--- src/rtl/ps2_scan_receiver.sv ---
// PS/2 keyboard front end: deserializes frames into scan codes and tags them with F0 (break) / E0 (extended) flags; PS2_KEY_HELD_EN adds held-key tracking.
// code_valid / frame_error fire 2 clocks after the stop-bit sample; there is no back-pressure, so a missed strobe loses the code.
module ps2_scan_receiver #(
  parameter int SYNC_STAGES    = 2,
  parameter int TIMEOUT_CYCLES = 10000
) (
  input  logic       i_clock,
  input  logic       i_reset,
  input  logic       i_kb_clock,
  input  logic       i_kb_data,
  output logic [7:0] o_raw_data,
  output logic       o_code_valid,
  output logic       o_key_released,
  output logic       o_extended,
  output logic       o_frame_error
`ifdef PS2_KEY_HELD_EN
  ,
  output logic [7:0] o_held_code,
  output logic       o_key_held
`endif
);

  localparam int TW = $clog2(TIMEOUT_CYCLES + 1);

  typedef enum logic [1:0] {ST_IDLE, ST_RECV, ST_CHECK} state_t;

  state_t                 r_state;
  state_t                 w_state_nxt;
  logic [SYNC_STAGES-1:0] r_clk_sync;
  logic [SYNC_STAGES-1:0] r_dat_sync;
  logic                   r_clk_prev;
  logic                   w_clk_s;
  logic                   w_dat_s;
  logic                   w_fall;
  logic [3:0]             r_bit_cnt;
  logic [7:0]             r_shift;
  logic                   r_parity;
  logic                   r_stop;
  logic [TW-1:0]          r_tmo_cnt;
  logic                   r_brk_pend;
  logic                   r_ext_pend;
  logic [7:0]             r_raw_data;
  logic                   r_code_valid;
  logic                   r_key_released;
  logic                   r_extended;
  logic                   r_frame_error;
  logic                   w_frame_ok;
  logic                   w_timeout;
  logic                   w_emit;
  logic                   w_err;
  logic                   w_set_brk;
  logic                   w_set_ext;
  logic                   w_clr_pend;

  assign w_clk_s    = r_clk_sync[SYNC_STAGES-1];
  assign w_dat_s    = r_dat_sync[SYNC_STAGES-1];
  assign w_fall     = r_clk_prev & ~w_clk_s;
  assign w_frame_ok = r_stop & (^r_shift ^ r_parity);
  assign w_timeout  = (r_tmo_cnt == TW'(TIMEOUT_CYCLES));

  // Synchronizers reset to the idle-high level so reset release cannot fake an edge.
  always_ff @(posedge i_clock) begin
    if (i_reset) begin
      r_clk_sync <= '1;
      r_dat_sync <= '1;
      r_clk_prev <= 1'b1;
    end else begin
      r_clk_sync <= {r_clk_sync[SYNC_STAGES-2:0], i_kb_clock};
      r_dat_sync <= {r_dat_sync[SYNC_STAGES-2:0], i_kb_data};
      r_clk_prev <= w_clk_s;
    end
  end

  always_ff @(posedge i_clock) begin
    if (i_reset) r_state <= ST_IDLE;
    else         r_state <= w_state_nxt;
  end

  always_comb begin
    w_state_nxt = r_state;
    w_emit      = 1'b0;
    w_err       = 1'b0;
    w_set_brk   = 1'b0;
    w_set_ext   = 1'b0;
    w_clr_pend  = 1'b0;
    case (r_state)
      ST_IDLE: begin
        if (w_fall && !w_dat_s) w_state_nxt = ST_RECV;
      end
      ST_RECV: begin
        if (w_fall) begin
          if (r_bit_cnt == 4'd10) w_state_nxt = ST_CHECK;
        end else if (w_timeout) begin
          w_err       = 1'b1;
          w_clr_pend  = 1'b1;
          w_state_nxt = ST_IDLE;
        end
      end
      ST_CHECK: begin
        w_state_nxt = ST_IDLE;
        if (!w_frame_ok) begin
          w_err      = 1'b1;
          w_clr_pend = 1'b1;
        end else if (r_shift == 8'hF0) begin
          w_set_brk = 1'b1;
        end else if (r_shift == 8'hE0) begin
          w_set_ext = 1'b1;
        end else begin
          w_emit     = 1'b1;
          w_clr_pend = 1'b1;
        end
      end
      default: w_state_nxt = ST_IDLE;
    endcase
  end

  always_ff @(posedge i_clock) begin
    if (i_reset) begin
      r_bit_cnt      <= '0;
      r_shift        <= '0;
      r_parity       <= 1'b0;
      r_stop         <= 1'b0;
      r_tmo_cnt      <= '0;
      r_brk_pend     <= 1'b0;
      r_ext_pend     <= 1'b0;
      r_raw_data     <= '0;
      r_code_valid   <= 1'b0;
      r_key_released <= 1'b0;
      r_extended     <= 1'b0;
      r_frame_error  <= 1'b0;
    end else begin
      r_code_valid  <= w_emit;
      r_frame_error <= w_err;
      if (w_emit) begin
        r_raw_data     <= r_shift;
        r_key_released <= r_brk_pend;
        r_extended     <= r_ext_pend;
      end
      if (w_clr_pend) begin
        r_brk_pend <= 1'b0;
        r_ext_pend <= 1'b0;
      end else begin
        if (w_set_brk) r_brk_pend <= 1'b1;
        if (w_set_ext) r_ext_pend <= 1'b1;
      end
      if (r_state == ST_IDLE) begin
        if (w_fall && !w_dat_s) begin
          r_bit_cnt <= 4'd1;
          r_tmo_cnt <= '0;
        end
      end else if (r_state == ST_RECV) begin
        if (w_fall) begin
          r_tmo_cnt <= '0;
          r_bit_cnt <= r_bit_cnt + 4'd1;
          // LSB arrives first, so after eight shifts d0 sits in bit 0.
          if (r_bit_cnt <= 4'd8)      r_shift  <= {w_dat_s, r_shift[7:1]};
          else if (r_bit_cnt == 4'd9) r_parity <= w_dat_s;
          else                        r_stop   <= w_dat_s;
        end else begin
          r_tmo_cnt <= r_tmo_cnt + TW'(1);
        end
      end
    end
  end

  assign o_raw_data     = r_raw_data;
  assign o_code_valid   = r_code_valid;
  assign o_key_released = r_key_released;
  assign o_extended     = r_extended;
  assign o_frame_error  = r_frame_error;

`ifdef PS2_KEY_HELD_EN
  logic [7:0] r_held_code;
  logic       r_key_held;

  // Extended codes never touch the held-key state.
  always_ff @(posedge i_clock) begin
    if (i_reset) begin
      r_held_code <= '0;
      r_key_held  <= 1'b0;
    end else if (w_emit && !r_ext_pend) begin
      if (!r_brk_pend) begin
        r_held_code <= r_shift;
        r_key_held  <= 1'b1;
      end else if (r_shift == r_held_code) begin
        r_key_held <= 1'b0;
      end
    end
  end

  assign o_held_code = r_held_code;
  assign o_key_held  = r_key_held;
`endif

endmodule

--- config.mk ---
export PLATFORM = sky130hd
export DESIGN_NAME = ps2_scan_receiver
export DESIGN_NICKNAME = d
export VERILOG_FILES = /design/src/rtl/ps2_scan_receiver.sv
export SDC_FILE = /design/constraint.sdc
export NUM_CORES = 1
export LEC_CHECK = 0
export CAP_MARGIN = 20
export CORE_MARGIN = 8
export CORE_UTILIZATION = 40
export CTS_BUF_LIST = sky130_fd_sc_hd__clkbuf_8
export DETAILED_ROUTE_END_ITERATION = 8
export RECOVER_POWER = 50
export SLEW_MARGIN = 20
export SYNTH_ARGS = -nofsm -noshare
export SYNTH_HDL_FRONTEND = slang
export SYNTH_SLANG_ARGS = --single-unit
--- constraint.sdc ---
create_clock -name i_clock -period 2.3 [get_ports i_clock]
set_input_delay 0.46 -clock i_clock [delete_from_list [all_inputs] [get_ports i_clock]]
set_output_delay 0.46 -clock i_clock [all_outputs]
set_load 0.1 [all_outputs]
* Word-level counts from Yosys, hierarchy flattened *
Cells that the tools add are included.

word-level totals
  bits in registers = 49
  input bits = 4
  output and inout port bits = 12
  word-level logic and storage cells = 79

cells by class
  add/sub/neg operators = 2
  magnitude comparators = 1
  equal/unequal tests = 10
  muxes and demuxes = 30
  bitwise logic cells = 7
  reductions and logical operators = 13

operators by type and width
  cell                                                                    count
  14-bit two-way mux                                                      4
  8-bit equality test (second input constant)                             2
  4-bit two-way mux                                                       4
  1-bit two-way mux                                                       15
  14-bit by 1-bit adder with 14-bit output (second input constant)        1
  14-bit equality test (second input constant)                            1
  5-bit AND reduction                                                     2
  4-bit equality test (second input constant)                             2
  2-bit two-way mux                                                       4
  8-bit XOR reduction                                                     1
  3-bit inequality test (second input constant)                           2
  3-bit AND reduction                                                     2
  4-bit by 1-bit adder with 4-bit output (second input constant)          1
  4-bit less-or-equal comparator (second input constant)                  1
  1-bit inverter                                                          4
  1-bit one-hot mux with 2 select lines                                   2
  2-bit one-hot mux with 2 select lines                                   1
  4-bit AND reduction                                                     1
  2-bit nonzero test                                                      2
  1-bit bitwise AND                                                       2
  2-bit by 1-bit equality test with 1-bit output (second input constant)  1
  2-bit equality test (second input constant)                             1
  2-bit logical NOT                                                       1
  2-bit inequality test (second input constant)                           1
  other kinds (5)                                                         5

* Depth between registers and ports, before layout *
  depth after elaboration = 6
  depth in mapped cells = 8
  depth with buffers taken out = 7

* Worst setup path before layout *
No wires, ideal clock.

  path type = register to register
  start = reg r_shift[6]
  end = reg r_key_released, in the netlist o_key_released
  data arrival time = 1.715 ns
  data required time = 2.172 ns
  slack = 0.458 ns
  cell stages (with the launch flop) = 8
  path buffers = 1
  cells stage by stage = dfxtp_1 ha_1 xnor3_1 xnor2_2 nand4b_2 buf_6 mux2i_1 nor2_1

on the way
  cells in the longest elaborated chain, start to end = 5
  elaborated cells on any way between the ends = 9
  those cells by class = 2 x eq/ne; 4 x mux; 2 x bitwise; 1 x reduce/logical

ends and longest elaborated chain
  item                                                               RTL line  text
  start, declared                                                    36        logic [7:0] r_shift;
  start signal, assigned                                             156       if (r_bit_cnt <= 4'd8) r_shift <= {w_dat_s, r_shift[7:1]};
  8-bit equality test / 8-bit XOR reduction (equally long branches)  106, 58
  1-bit two-way mux / 1-bit bitwise XOR (equally long branches)      106, 58
  1-bit two-way mux / 1-bit bitwise AND (equally long branches)      104, 58
  1-bit two-way mux *                                                101       if (!w_frame_ok) begin
  1-bit two-way mux *                                                86        case (r_state)
  end signal, assigned                                               136       r_key_released <= r_brk_pend;
  end, declared                                                      44        logic r_key_released;

Mark *: on every way between the ends. The rest lies on a longest branch, timed or not.
A chain may end at the register's enable or synchronous reset.

* Worst setup path after layout *
  start = reg r_state[0]
  end = reg r_parity

on the way
  cells in the longest elaborated chain, start to end = 3
  elaborated cells on any way between the ends = 4
  those cells by class = 1 x eq/ne; 1 x bitwise; 2 x reduce/logical

ends and longest elaborated chain
  item                                    RTL line  text
  start, declared                         27        state_t r_state;
  start signal, assigned                  76        else r_state <= w_state_nxt;
  2-bit logical NOT                       146       if (r_state == ST_IDLE) begin
  1-bit inverter (no source line)         -
  5-bit AND reduction (no source line) *  -
  end signal, assigned                    157       else if (r_bit_cnt == 4'd9) r_parity <= w_dat_s;
  end, declared                           37        logic r_parity;

Marks and branches as above.

==> metrics <==
run status=finished, final reports clean; Post-Synthesis Net Count=roughly 270; shortest period the worst path allows=2090 ps; first-pass iteration count of the detailed router=4; clock latency of the later-clocked register in the worst-skew pair=~300 ps; total stage count of the critical path=7; worst slew slack as a fraction of its limit=a little over a fifth; Antenna Violating Nets Remaining=0; arrival time at the worst endpoint=2270 ps; Maximum Capacitance Violations=0; FF-to-FF Start=r_state[0]; CP cell instances=inv_1 > ha_1 > and2b_2 > nand2_1 > a2111oi_0 > mux2i_1 > nor2_1; proportion of netlist area held by the largest area contributor=a little over two fifths; Critical Path Fanout Max=8; CP top delay family=compound AO/OA/AOI/OAI gates; largest buffer count on any clock path=2; Yosys cell types=45; final setup TNS=0 ps; area added between synthesis and finish=12.0%; Gate Count Post-Synth=253; Initial Utilization=41.7%; finished layout cell area=2600 um^2; Detailed Place HPWL=~3100 um; warnings from Yosys=0; number of enable flip-flop cells after synthesis=0; Seq/Total Area, Yosys=between 40% and 50%; total number of nets in the final design=approximately 290; final hold violation count=0; unrepaired setup endpoints after global routing=false; wire length after detailed routing=4290 um; fraction of layout cells with a size suffix above 1=11.7%; commonest cells in the synthesized netlist=49 x sky130_fd_sc_hd__dfxtp_1, 46 x sky130_fd_sc_hd__nor2_1, 21 x sky130_fd_sc_hd__mux2i_1; fillers=approximately 570; post-route DRC violation count=0; leakage power total=between 1 and 1.5 nW; floorplan row count=27; clock tree from TritonCTS=done; Final Max Slew Viols=0; Inserted Clock Buffers=5; Clock H-tree levels=2; Worst Path Required=about 2500 ps; post-CTS clock slew at the launch and capture registers of the worst setup and hold paths=roughly 100 ps; wire length of the first global-routing pass=about 7500 um; vertical die dimension=about 90 um; per-cell via count in the routed design=4.99; predominant post-synthesis flop cell=sky130_fd_sc_hd__dfxtp_1; total power per unit cell area=597 nW/um^2; biggest area consumer among synthesized cells=sky130_fd_sc_hd__dfxtp_1; pin count of the biggest net entering global routing=30; transition time at the pin with the least slew margin=between 1000 and 1500 ps; placed inst area=around 2500 um^2; Max Clock Freq=between 0.4 and 0.5 GHz; Post-CTS Resized=0; die width=approximately 92 um; synthesized area per cell=a little over 9 um^2; final worst path period share=roughly nine tenths; hold_buf cts=0; # port buffers=15; Max IR drop VDD=0.331 mV; Wirelength per Cell=approximately 12 um; GP Congestion=0.789; number of buffer and inverter stages on the critical path=1; instance count along the most critical hold path=1; number of antenna violations at the first check in global routing=0; Final setup viols=0; most repeated cell in the gate-level netlist after synthesis=sky130_fd_sc_hd__dfxtp_1; I/O Pins=16; top cells by area, synth=sky130_fd_sc_hd__dfxtp_1 42%, sky130_fd_sc_hd__mux2i_1 9.0%, sky130_fd_sc_hd__ha_1 7.5%, sky130_fd_sc_hd__nor2_1 7.4%, sky130_fd_sc_hd__xnor2_1 3.8%; number of violations reported at the end of detailed-routing iteration 0=just under 90; Crit-path slowest cell=sky130_fd_sc_hd__a2111oi_0; Die Footprint=approximately 8500 um^2; CP max stage delay=530 ps; flops & latches, synth=between 40 and 50; sort of element at the end of the critical path=flip-flop; vias=~1700; Post CTS Setup Buffer Count=0; end of the critical path=r_parity; Async SR Flop Fraction=0%; startpoint type of the worst setup path=flip-flop; worst min-delay path category=reg2reg; R2R setup slack=approximately 210 ps; placeable core region=around 5600 um^2; Overall Global Routing Usage=between 10% and 20%; final antenna diode count=0; residual overflow from global routing=0; critical setup path kind=reg2reg; Worst Skew=about 14 ps; cell depth of the worst flop-to-flop path=7; total number of clock tree sinks=slightly below 50; CTS Root Buffer Type=sky130_fd_sc_hd__clkbuf_8; combined area of all synthesized cells=approximately 2300 um^2; CP startpoint=r_state[0]; number of global-route vias before repair=between 1500 and 2000; Reg-to-Reg End=r_parity
[stage by stage]
step | std cells | total power [mW] | setup WS (ps) | util, % | hold slack [ps]
2_1_floorplan | 253 | 0.933 | 458 | - | 389
3_3_place_gp | 338 | 0.953 | 248 | 45.5 | 393
3_5_place_dp | 338 | 0.953 | 276 | 45.5 | 399
4_1_cts | 346 | 1.58 | 197 | 47.5 | 420
5_1_grt | 346 | 1.62 | 62.4 | 46.7 | 435
6_report | 346 | 1.55 | 215 | 46.7 | 419
[power by group]
part,switching [mW],total [mW],internal [mW]
Clock,0.296,0.622,0.326
Combinational,0.0423,0.0725,0.0301
Sequential,0.00527,0.860,0.855
[worst min path at each step]
| stage | start | endpoint | slack (ps) |
|---|---|---|---|
| 3_3_place_gp | r_clk_sync[0] | r_clk_sync[1] | 390 |
| 2_1_floorplan | r_clk_sync[0] | r_clk_sync[1] | 390 |
| 4_1_cts | r_clk_sync[0] | r_clk_sync[1] | 420 |
| 6_report | r_clk_sync[0] | r_clk_sync[1] | 420 |
| 3_5_place_dp | r_clk_sync[0] | r_clk_sync[1] | 400 |
| 5_1_grt | r_clk_sync[0] | r_clk_sync[1] | 430 |
[worst reg2reg max path, delay by kind of cell (launching register included)]
family                   cells  cell delay, ps
AO/OA/AOI/OAI                1             530
AND/OR/NAND/NOR              3             450
flip-flops                   1             370
adder cells (fa/ha/maj)      1             290
multiplexers                 1             250
buffers and inverters        1              70
[per-layer routing]
layer  global-route usage (%)  vias up  wire length [um]
li1                         -      901                 -
met1                     12.9      806              2210
met2                     17.5       14              1890
met3                     2.93        5               131
met4                     4.43        0                53
met5                        0        -                 0
[logic make-up (layout without fill, tap and decap cells)]
family,Yosys count,in the layout,share of synthesized area [%]
adder cells (fa/ha/maj),14,14,7.54
AO/OA/AOI/OAI,30,30,7.81
buffers and inverters,23,44,4.15
flip-flops,49,49,42.2
multiplexers,21,21,9.05
XOR/XNOR,15,15,6.57
AND/OR/NAND/NOR,101,101,22.7
[sequential cells by signal, summed over array words and instances, names as in the netlist]
signal / count
r_clk_prev: 1
r_brk_pend: 1
r_clk_sync: 2
r_dat_sync: 2
o_code_valid: 1
r_ext_pend: 1
r_shift: 8
r_parity: 1
r_state: 2
r_tmo_cnt: 14
o_key_released: 1
r_bit_cnt: 4
o_extended: 1
r_stop: 1
o_frame_error: 1
o_raw_data: 8
[area by class of cell]
cell class / instances / area (um^2) / area share (%)
well taps: 72 / 90.1 / 3.46
multi-input cells: 181 / 1240 / 47.6
clock buffers: 5 / 68.8 / 2.64
repair buffers: 20 / 118 / 4.52
flip-flops and latches: 49 / 981 / 37.7
inverters: 16 / 60.1 / 2.31
clock inverters: 3 / 46.3 / 1.78
[layout by cell type, fill, tap and decap left out, types with 2 or more instances in the layout]
cell type                         instances
sky130_fd_sc_hd__a21oi_1                 10
sky130_fd_sc_hd__a31oi_1                  5
sky130_fd_sc_hd__and3_1                   2
sky130_fd_sc_hd__and4bb_2                 2
sky130_fd_sc_hd__buf_4                    4
sky130_fd_sc_hd__clkbuf_1                 5
sky130_fd_sc_hd__clkbuf_2                 7
sky130_fd_sc_hd__clkbuf_8                 5
sky130_fd_sc_hd__clkdlybuf4s50_1          2
sky130_fd_sc_hd__dfxtp_1                 49
sky130_fd_sc_hd__ha_1                    14
sky130_fd_sc_hd__inv_1                   16
sky130_fd_sc_hd__mux2i_1                 21
sky130_fd_sc_hd__nand2_1                 10
sky130_fd_sc_hd__nand2b_1                 2
sky130_fd_sc_hd__nand3_1                  4
sky130_fd_sc_hd__nand4_1                  3
sky130_fd_sc_hd__nor2_1                  46
sky130_fd_sc_hd__nor3_1                   6
sky130_fd_sc_hd__nor3b_1                  3
sky130_fd_sc_hd__o21a_1                   3
sky130_fd_sc_hd__o21ai_0                  7
sky130_fd_sc_hd__or2_2                    7
sky130_fd_sc_hd__or4_1                    2
sky130_fd_sc_hd__xnor2_1                 11
sky130_fd_sc_hd__xor2_1                   3
Note: power is estimated with default switching activity, not from simulation.
